[config.mk]
export PLATFORM = sky130hd
export DESIGN_NAME = real2cpx_hilbert
export DESIGN_NICKNAME = d
export VERILOG_FILES = /design/src/rtl/real2cpx_hilbert.sv
export SDC_FILE = /design/constraint.sdc
export NUM_CORES = 1
export LEC_CHECK = 0
export CAP_MARGIN = 15
export CORE_MARGIN = 10
export CORE_UTILIZATION = 45
export DETAILED_ROUTE_END_ITERATION = 10
export SKIP_LAST_GASP = 1
export SLEW_MARGIN = 20
export SYNTH_ARGS = -nofsm -noshare
export SYNTH_HDL_FRONTEND = slang
export SYNTH_SLANG_ARGS = --single-unit
[constraint.sdc]
create_clock -name clock -period 10.6 [get_ports clock]
set_clock_uncertainty 0.2 [all_clocks]
set_input_delay 1.59 -clock clock [delete_from_list [all_inputs] [get_ports clock]]
set_output_delay 1.59 -clock clock [all_outputs]
set_load 0.01 [all_outputs]
[src/rtl/real2cpx_hilbert.sv]
// real2cpx_hilbert
//   Converts a real signed sample stream into an analytic (complex) stream.
//   Re is the input delayed by the 7-sample group delay of the filter; Im is
//   the output of a 15-tap Hamming-windowed Hilbert FIR. One input sample is
//   taken every CADENCE clocks, and a single serial multiply-accumulate is
//   time-shared over the four non-zero coefficient pairs.
//
// Ports
//   clock  in   system clock, rising edge
//   reset  in   asynchronous reset, active low
//   IN     in   signed input sample, held stable for each sample period
//   EN     in   enable; sampling and output updates only while high
//   Re     out  signed real output (IN delayed by 7 samples, sign-extended)
//   Im     out  signed imaginary (Hilbert) output, rounded and saturated
module real2cpx_hilbert #(
    parameter int unsigned CADENCE = 20,
    parameter int unsigned IN_W    = 12,
    parameter int unsigned OUT_W   = 13
) (
    input  logic                    clock,
    input  logic                    reset,
    input  logic signed [IN_W-1:0]  IN,
    input  logic                    EN,
    output logic signed [OUT_W-1:0] Re,
    output logic signed [OUT_W-1:0] Im
);

    localparam int unsigned TAPS  = 15;
    localparam int unsigned MID   = 7;
    localparam int unsigned PH_W  = $clog2(CADENCE);
    localparam int unsigned D_W   = IN_W + 1;   // pre-adder difference
    localparam int unsigned C_W   = 12;         // Q0.11 coefficient plus sign
    localparam int unsigned P_W   = D_W + C_W;
    localparam int unsigned ACC_W = P_W + 3;
    localparam int unsigned FRAC  = 11;

    localparam logic [PH_W-1:0] PH_LAST = PH_W'(CADENCE - 1);
    // Output update lands 6 edges after capture; with CADENCE=6 that edge is
    // also the next capture edge, hence the modulo.
    localparam logic [PH_W-1:0] PH_UPD  = PH_W'(6 % CADENCE);

    localparam logic signed [ACC_W-1:0] RND    = ACC_W'(1 << (FRAC - 1));
    localparam logic signed [ACC_W-1:0] SAT_HI = ACC_W'((1 << (OUT_W - 1)) - 1);
    localparam logic signed [ACC_W-1:0] SAT_LO = ~SAT_HI;

    typedef enum logic {
        MAC_IDLE,
        MAC_RUN
    } mac_state_t;

    logic [PH_W-1:0]          ph_q, ph_d;
    logic signed [IN_W-1:0]   dl_q [TAPS];
    logic signed [ACC_W-1:0]  acc_q, acc_d;
    logic [1:0]               idx_q;
    mac_state_t               mac_q;
    logic                     res_vld_q;
    logic signed [OUT_W-1:0]  re_q, im_q;

    logic                     cap, upd;
    logic signed [IN_W-1:0]   tap_old, tap_new;
    logic signed [C_W-1:0]    coef;
    logic signed [D_W-1:0]    diff;
    logic signed [P_W-1:0]    prod;
    logic signed [ACC_W-1:0]  rnd_sum, im_full;
    logic signed [OUT_W-1:0]  im_sat;

    assign cap = EN && (ph_q == '0);
    assign upd = EN && (ph_q == PH_UPD) && res_vld_q;

    always_comb begin
        if (!EN)                  ph_d = '0;
        else if (ph_q == PH_LAST) ph_d = '0;
        else                      ph_d = ph_q + PH_W'(1);
    end

    // Pair m = 2*idx+1: c_m * (x[n-7-m] - x[n-7+m]); the antisymmetry lets
    // one multiply serve both taps of the pair.
    always_comb begin
        tap_old = dl_q[8];
        tap_new = dl_q[6];
        coef    = 12'sd1245;
        unique case (idx_q)
            2'd0: begin tap_old = dl_q[8];  tap_new = dl_q[6]; coef = 12'sd1245; end
            2'd1: begin tap_old = dl_q[10]; tap_new = dl_q[4]; coef = 12'sd279;  end
            2'd2: begin tap_old = dl_q[12]; tap_new = dl_q[2]; coef = 12'sd66;   end
            default: begin tap_old = dl_q[14]; tap_new = dl_q[0]; coef = 12'sd15; end
        endcase
        diff = D_W'(tap_old) - D_W'(tap_new);
        prod = P_W'(diff) * P_W'(coef);
        acc_d = acc_q + ACC_W'(prod);
    end

    // Round half toward +inf, then clamp to the output range.
    always_comb begin
        rnd_sum = acc_q + RND;
        im_full = rnd_sum >>> FRAC;
        if (im_full > SAT_HI)      im_sat = SAT_HI[OUT_W-1:0];
        else if (im_full < SAT_LO) im_sat = SAT_LO[OUT_W-1:0];
        else                       im_sat = im_full[OUT_W-1:0];
    end

    always_ff @(posedge clock or negedge reset) begin
        if (!reset) begin
            ph_q      <= '0;
            for (int unsigned i = 0; i < TAPS; i++) dl_q[i] <= '0;
            acc_q     <= '0;
            idx_q     <= '0;
            mac_q     <= MAC_IDLE;
            res_vld_q <= 1'b0;
            re_q      <= '0;
            im_q      <= '0;
        end else begin
            ph_q <= ph_d;

            if (cap) begin
                dl_q[0] <= IN;
                for (int unsigned i = 1; i < TAPS; i++) dl_q[i] <= dl_q[i-1];
            end

            if (upd) begin
                re_q      <= OUT_W'(dl_q[MID]);
                im_q      <= im_sat;
                res_vld_q <= 1'b0;
            end

            // The MAC is not gated by EN: a sample already captured is always
            // fully accumulated even if EN drops mid-schedule.
            unique case (mac_q)
                MAC_IDLE: ;
                MAC_RUN: begin
                    acc_q <= acc_d;
                    idx_q <= idx_q + 2'd1;
                    if (idx_q == 2'd3) begin
                        mac_q     <= MAC_IDLE;
                        res_vld_q <= 1'b1;
                    end
                end
            endcase

            if (cap) begin
                acc_q     <= '0;
                idx_q     <= '0;
                mac_q     <= MAC_RUN;
                res_vld_q <= 1'b0;
            end
        end
    end

    assign Re = re_q;
    assign Im = im_q;

endmodule

### Word level (Yosys, flattened, before mapping)

Cells that the tools add are included.

| word-level totals | value |
|---|---|
| word-level logic and storage cells | 59 |
| output and inout bits | 26 |
| flip-flop bits (word level) | 242 |
| input port bits | 15 |

| operators by class | value |
|---|---|
| muxes and demuxes | 18 |
| equal/unequal tests | 5 |
| $add $sub $neg | 5 |
| reductions and logical operators | 6 |
| multipliers | 1 |
| $lt $le $gt $ge | 2 |

Operators with widths:

| cell | count |
|---|---|
| one-hot mux 12 bit (3 select lines) | 2 |
| two-way mux 28 bit | 2 |
| one-hot mux 11 bit (3 select lines) | 1 |
| adder 28 x 12 -> 28 bit (second input constant) | 1 |
| adder 28 x 25 -> 28 bit | 1 |
| two-way mux 13 bit | 2 |
| multiplier 13 x 12 -> 25 bit | 1 |
| greater-than comparator 17 x 13 -> 1 bit (second input constant) | 1 |
| < comparator 17 x 13 -> 1 bit (second input constant) | 1 |
| subtractor 12 x 12 -> 13 bit | 1 |
| two-way mux 5 bit | 2 |
| two-way mux 1 bit | 7 |
| adder 5 x 1 -> 5 bit (second input constant) | 1 |
| == test 5 x 3 -> 1 bit (second input constant) | 1 |
| == test 5 bit (second input constant) | 1 |
| logical NOT 5 bit | 1 |
| == test 2 bit (second input constant) | 2 |
| two-way mux 2 bit | 2 |
| logical AND 1 bit | 3 |
| adder 2 x 1 -> 2 bit (second input constant) | 1 |
| == test 2 x 1 -> 1 bit (second input constant) | 1 |
| logical NOT 2 bit | 1 |
| nonzero test 2 bit | 1 |

### Logic depth before layout (Yosys ltp)

| logic depth | value |
|---|---|
| depth in word-level cells | 7 |
| depth in mapped cells | 37 |
| depth with buffers taken out | 34 |

### Worst setup path after synthesis

No wires, ideal clock.

| path | value |
|---|---|
| path type | reg-to-reg |
| start | register idx_q[0] |
| end | register acc_q[21] |
| path slack | 2.054 ns |
| period minus slack after synthesis | 8.546 ns |
| buffers on the path | 2 |
| stages on the path, launching flop included | 34 |
| setup time | 0.134 ns |
| data required time | 10.266 ns |
| arrival | 8.212 ns |
| cell sequence | dfrtp_1 -> ha_1 -> inv_1 -> clkbuf_1 -> clkbuf_1 -> nand2_1 -> o21ai_0 -> ha_1 -> inv_1 -> fa_1 -> a21o_1 -> a21oi_1 -> o21ba_2 -> o21ai_0 -> a221o_1 -> a2111oi_2 -> o21ba_2 -> fa_1 -> inv_1 -> fa_1 -> inv_1 -> fa_1 -> fa_1 -> inv_1 -> fa_1 -> inv_1 -> ha_1 -> a21o_1 -> a21o_1 -> a221oi_1 -> o21ai_0 -> a41oi_1 -> xnor2_1 -> o21ai_0 |

| between the ends | value |
|---|---|
| word-level cells in the longest chain between the ends | 7 |
| elaborated cells between the ends (all ways) | 11 |
| classes of those cells | add/sub: 2; mul: 1; eq/ne: 2; mux: 5; reduce/logical: 1 |

Ends and longest elaborated chain:

| what | RTL line | text |
|---|---|---|
| from (decl) | 54 | `logic [1:0] idx_q;` |
| from (signal assigned) | 132 | `idx_q <= idx_q + 2'd1;` |
| == test 2 bit, or another cell as far along | 82 | `unique case (idx_q)` |
| one-hot mux 12 bit (3 select lines) | 82 |  |
| subtractor 12 x 12 -> 13 bit | 88 | `diff = D_W'(tap_old) - D_W'(tap_new);` |
| multiplier 13 x 12 -> 25 bit (*) | 89 | `prod = P_W'(diff) * P_W'(coef);` |
| adder 28 x 25 -> 28 bit (*) | 90 | `acc_d = acc_q + ACC_W'(prod);` |
| two-way mux 28 bit (*) | 128 | `unique case (mac_q)` |
| two-way mux 28 bit (*) | 140 | `if (cap) begin` |
| to (signal assigned) | 106 | `acc_q <= '0;` |
| to (signal assigned) | 131 | `acc_q <= acc_d;` |
| to (signal assigned) | 141 | `acc_q <= '0;` |
| to (decl) | 53 | `logic signed [ACC_W-1:0] acc_q, acc_d;` |

Every way passes the cells marked *; elsewhere a longest branch is shown, timed or not. The select of a mux whose other input is x is not followed.
A chain may end at the register's enable or synchronous reset.

### Final worst setup path

| path | value |
|---|---|
| start | register idx_q[0] |
| end | register acc_q[26] |

The elaborated chain is that of the path after synthesis.

==> metrics <==
Cell Rows 70; ys async rst share 100%; first-pass GRT wire length 67800 um; max incr delay on CP 0.61 ns; flop and latch count out of synthesis 242; measured slew at the worst slew-check pin 1.06 ns; IO Port Bufs 40; worst min path class reg -> reg; number of I/O pins 41; largest net degree at the start of global routing 191; Final nets 2199; crit path max-delay cell type ha_1; sequential fraction of the synthesis area 36.0%; status completed; initial antenna violation count 0; unrepaired setup endpoints after global routing false; Setup crit start kind flip-flop; CTS Buf Count 27; Critical Path RT 10.80 ns; Mean Syn Cell Area 8.67 um2; final setup TNS 0 ns; CTS sink cnt 242; EDFF count, synth 0; maximum clock rate 102 MHz; H-tree levels 1; slew margin rel. 29.6%; area grow syn2layout 10.5%; Resized cells post-CTS 0; latest clock arrival within the worst-skew pair ~0.55 ns; MaxCap Viol Count 0; Clock Path Buffers 3; DR iter-0 viols 937; Synthesized Nets 2198; CP Capture Type flip-flop; Post-Syn Instances 1942; Reg clk slew, reported paths 0.07 ns; Final period util 92.1%; final WL 40500 um; Reg area roughly 6100 um2; Setup Crit Path Kind reg -> reg; n_diodes 0; min Tclk post-route 9.77 ns; DR vias/cell 5.12; die area about 46000 um2; Core Region 36800 um2; Die Height 213 um; Ys Warns 0; vias 12500; Multi-input gate area 9470 um2; FILL cells 3549; # hold bufs at CTS 0; routed len/inst ~17 um; max-slew violations 0; Hold Vio Cnt, Final 0; CP Max Fanout 19; vias in the first global route 12600; GR Overflow Total 0; Cell Area, Synth approximately 17000 um2; Hold Slack roughly 0.26 ns; postcts setup bufs 0; TritonCTS clock tree built; arrival time worst endpoint 9.97 ns; count of different cell masters after synthesis 59; Die X 213 um; final setup violation count 0; # DRC 0; drt pass-1 iters 6; ratio of cells with drive above 1 in the final layout a little over 4%; final antenna-violating net count 0; routability cong. approximately 0.90; GRT Util Overall 18.4%; dominant synthesized flop cell dfrtp_1; HPWL after DPL 29600 um; Initial Util 45.8%; Root Buffer clkbuf_16
-- registers in the layout, summed over array words and instances, names as in the netlist --
name,cells
ph_q,5
mac_q,1
dl_q,180
Im,13
res_vld_q,1
Re,12
acc_q,28
idx_q,2
-- logic make-up after synthesis --
logic type | synth area share [%]
AND/OR/NAND/NOR | 20.9
buffers and inverters | 7.87
flip-flops | 36.0
adder cells (fa/ha/maj) | 24.2
AO/OA/AOI/OAI | 7.27
XOR/XNOR | 2.76
multiplexers | 1.02
-- worst max-delay path: cells and delay by family, from the launching register on --
family | cells | cell delay (ns)
compound gates | 13 | 3.52
fa+ha+maj | 9 | 3.87
simple gates | 3 | 0.48
flops | 1 | 0.44
buf+inv | 7 | 0.85
mux | 1 | 0.23
-- worst paths after layout --
kind / from / endpoint / slack (ns) / cells after the start
min reg2reg: dl_q[71] / dl_q[59] / 0.26 / 2
min in group asynchronous: reset / Re[5] / 0.85 / 1
min: dl_q[71] / dl_q[59] / 0.26 / 2
max in group asynchronous: reset / acc_q[22] / 7.34 / 3
max: idx_q[0] / acc_q[26] / 0.83 / 33
max reg2reg: idx_q[0] / acc_q[26] / 0.83 / 33
-- per-stage QoR --
stage	utilization [%]	std cells	cell area (um2)	setup WS [ns]
2_1_floorplan	-	1942	16800	2.05
6_report	50.6	2431	18600	0.834
3_5_place_dp	47.9	2382	17600	0.831
5_1_grt	50.6	2431	18600	0.0515
3_3_place_gp	47.9	2382	17600	0.976
4_1_cts	50.5	2431	18600	0.742
-- area by class of cell --
class / count / share of cell area [%]
inverters: 263 / 5.31
flip-flops and latches: 242 / 32.6
multi-input cells: 1353 / 50.9
clock inverters: 11 / 0.928
well taps: 468 / 3.15
clock buffers: 38 / 4.23
repair buffers: 56 / 2.91
-- cells in the final DEF, fill, tap and decap left out, types with 4 or more instances in the layout --
cell type / Yosys / routed
clkbuf_16: 0 / 27
clkdlybuf4s50_1: 0 / 39
nor3_1: 17 / 17
inv_1: 263 / 263
nor2_1: 101 / 101
nand2_1: 642 / 642
ha_1: 99 / 98
o21bai_1: 8 / 8
a21oi_1: 44 / 44
dfrtp_1: 242 / 242
fa_1: 142 / 142
nand2b_1: 16 / 16
and2_1: 14 / 14
xor2_1: 11 / 11
nand4_1: 10 / 10
nor2b_1: 14 / 14
o21a_1: 5 / 5
a211oi_1: 14 / 14
a222oi_1: 24 / 24
xnor2_1: 42 / 42
or2_2: 5 / 5
nor3b_1: 4 / 4
nand3_1: 17 / 17
clkbuf_8: 1 / 7
and3_1: 6 / 6
clkbuf_1: 72 / 4
o21ai_0: 44 / 44
a21o_1: 11 / 11
buf_4: 1 / 14
mux2i_1: 16 / 16
bufinv_16: 0 / 4
or3_1: 5 / 5
-- metal layers --
metal	up-vias	routed length [um]	track usage [%]
met1	6069	19000	26.4
li1	6039	-	-
met3	62	2030	2.89
met4	0	1020	4.82
met2	287	18500	28.5
met5	-	0	0
-- synth_stat cells (all sizes together) (2+ instances only) --
cell / count / share of area, %
nand2: 642 / 14
a2111oi: 4 / 0.28
nor2b: 14 / 0.52
xor2: 11 / 0.57
nand4: 11 / 0.45
or3: 5 / 0.19
mux2i: 16 / 0.95
xnor2: 42 / 2.2
nor3b: 4 / 0.18
ha: 99 / 7.4
o21ai: 44 / 1.3
and2: 14 / 0.52
dfrtp: 242 / 36
a21oi: 45 / 1.4
nand3b: 3 / 0.13
a222oi: 24 / 1.4
inv: 263 / 5.9
or2: 5 / 0.19
nor4: 2 / 0.074
o21a: 5 / 0.22
buf: 11 / 0.32
fa: 142 / 17
a31oi: 3 / 0.11
nor3: 17 / 0.51
a211oi: 14 / 0.62
a21o: 11 / 0.49
nand3: 17 / 0.51
clkbuf: 73 / 1.7
and3: 6 / 0.22
nor2: 101 / 2.3
a311oi: 3 / 0.16
nand2b: 16 / 0.59
o21ba: 3 / 0.18
a22oi: 3 / 0.13
o22ai: 2 / 0.074
o31ai: 2 / 0.089
and4: 2 / 0.12
o21bai: 8 / 0.36
Power is not shown: default switching activity piles up to over one toggle a cycle in this logic, so the estimate is an artifact.
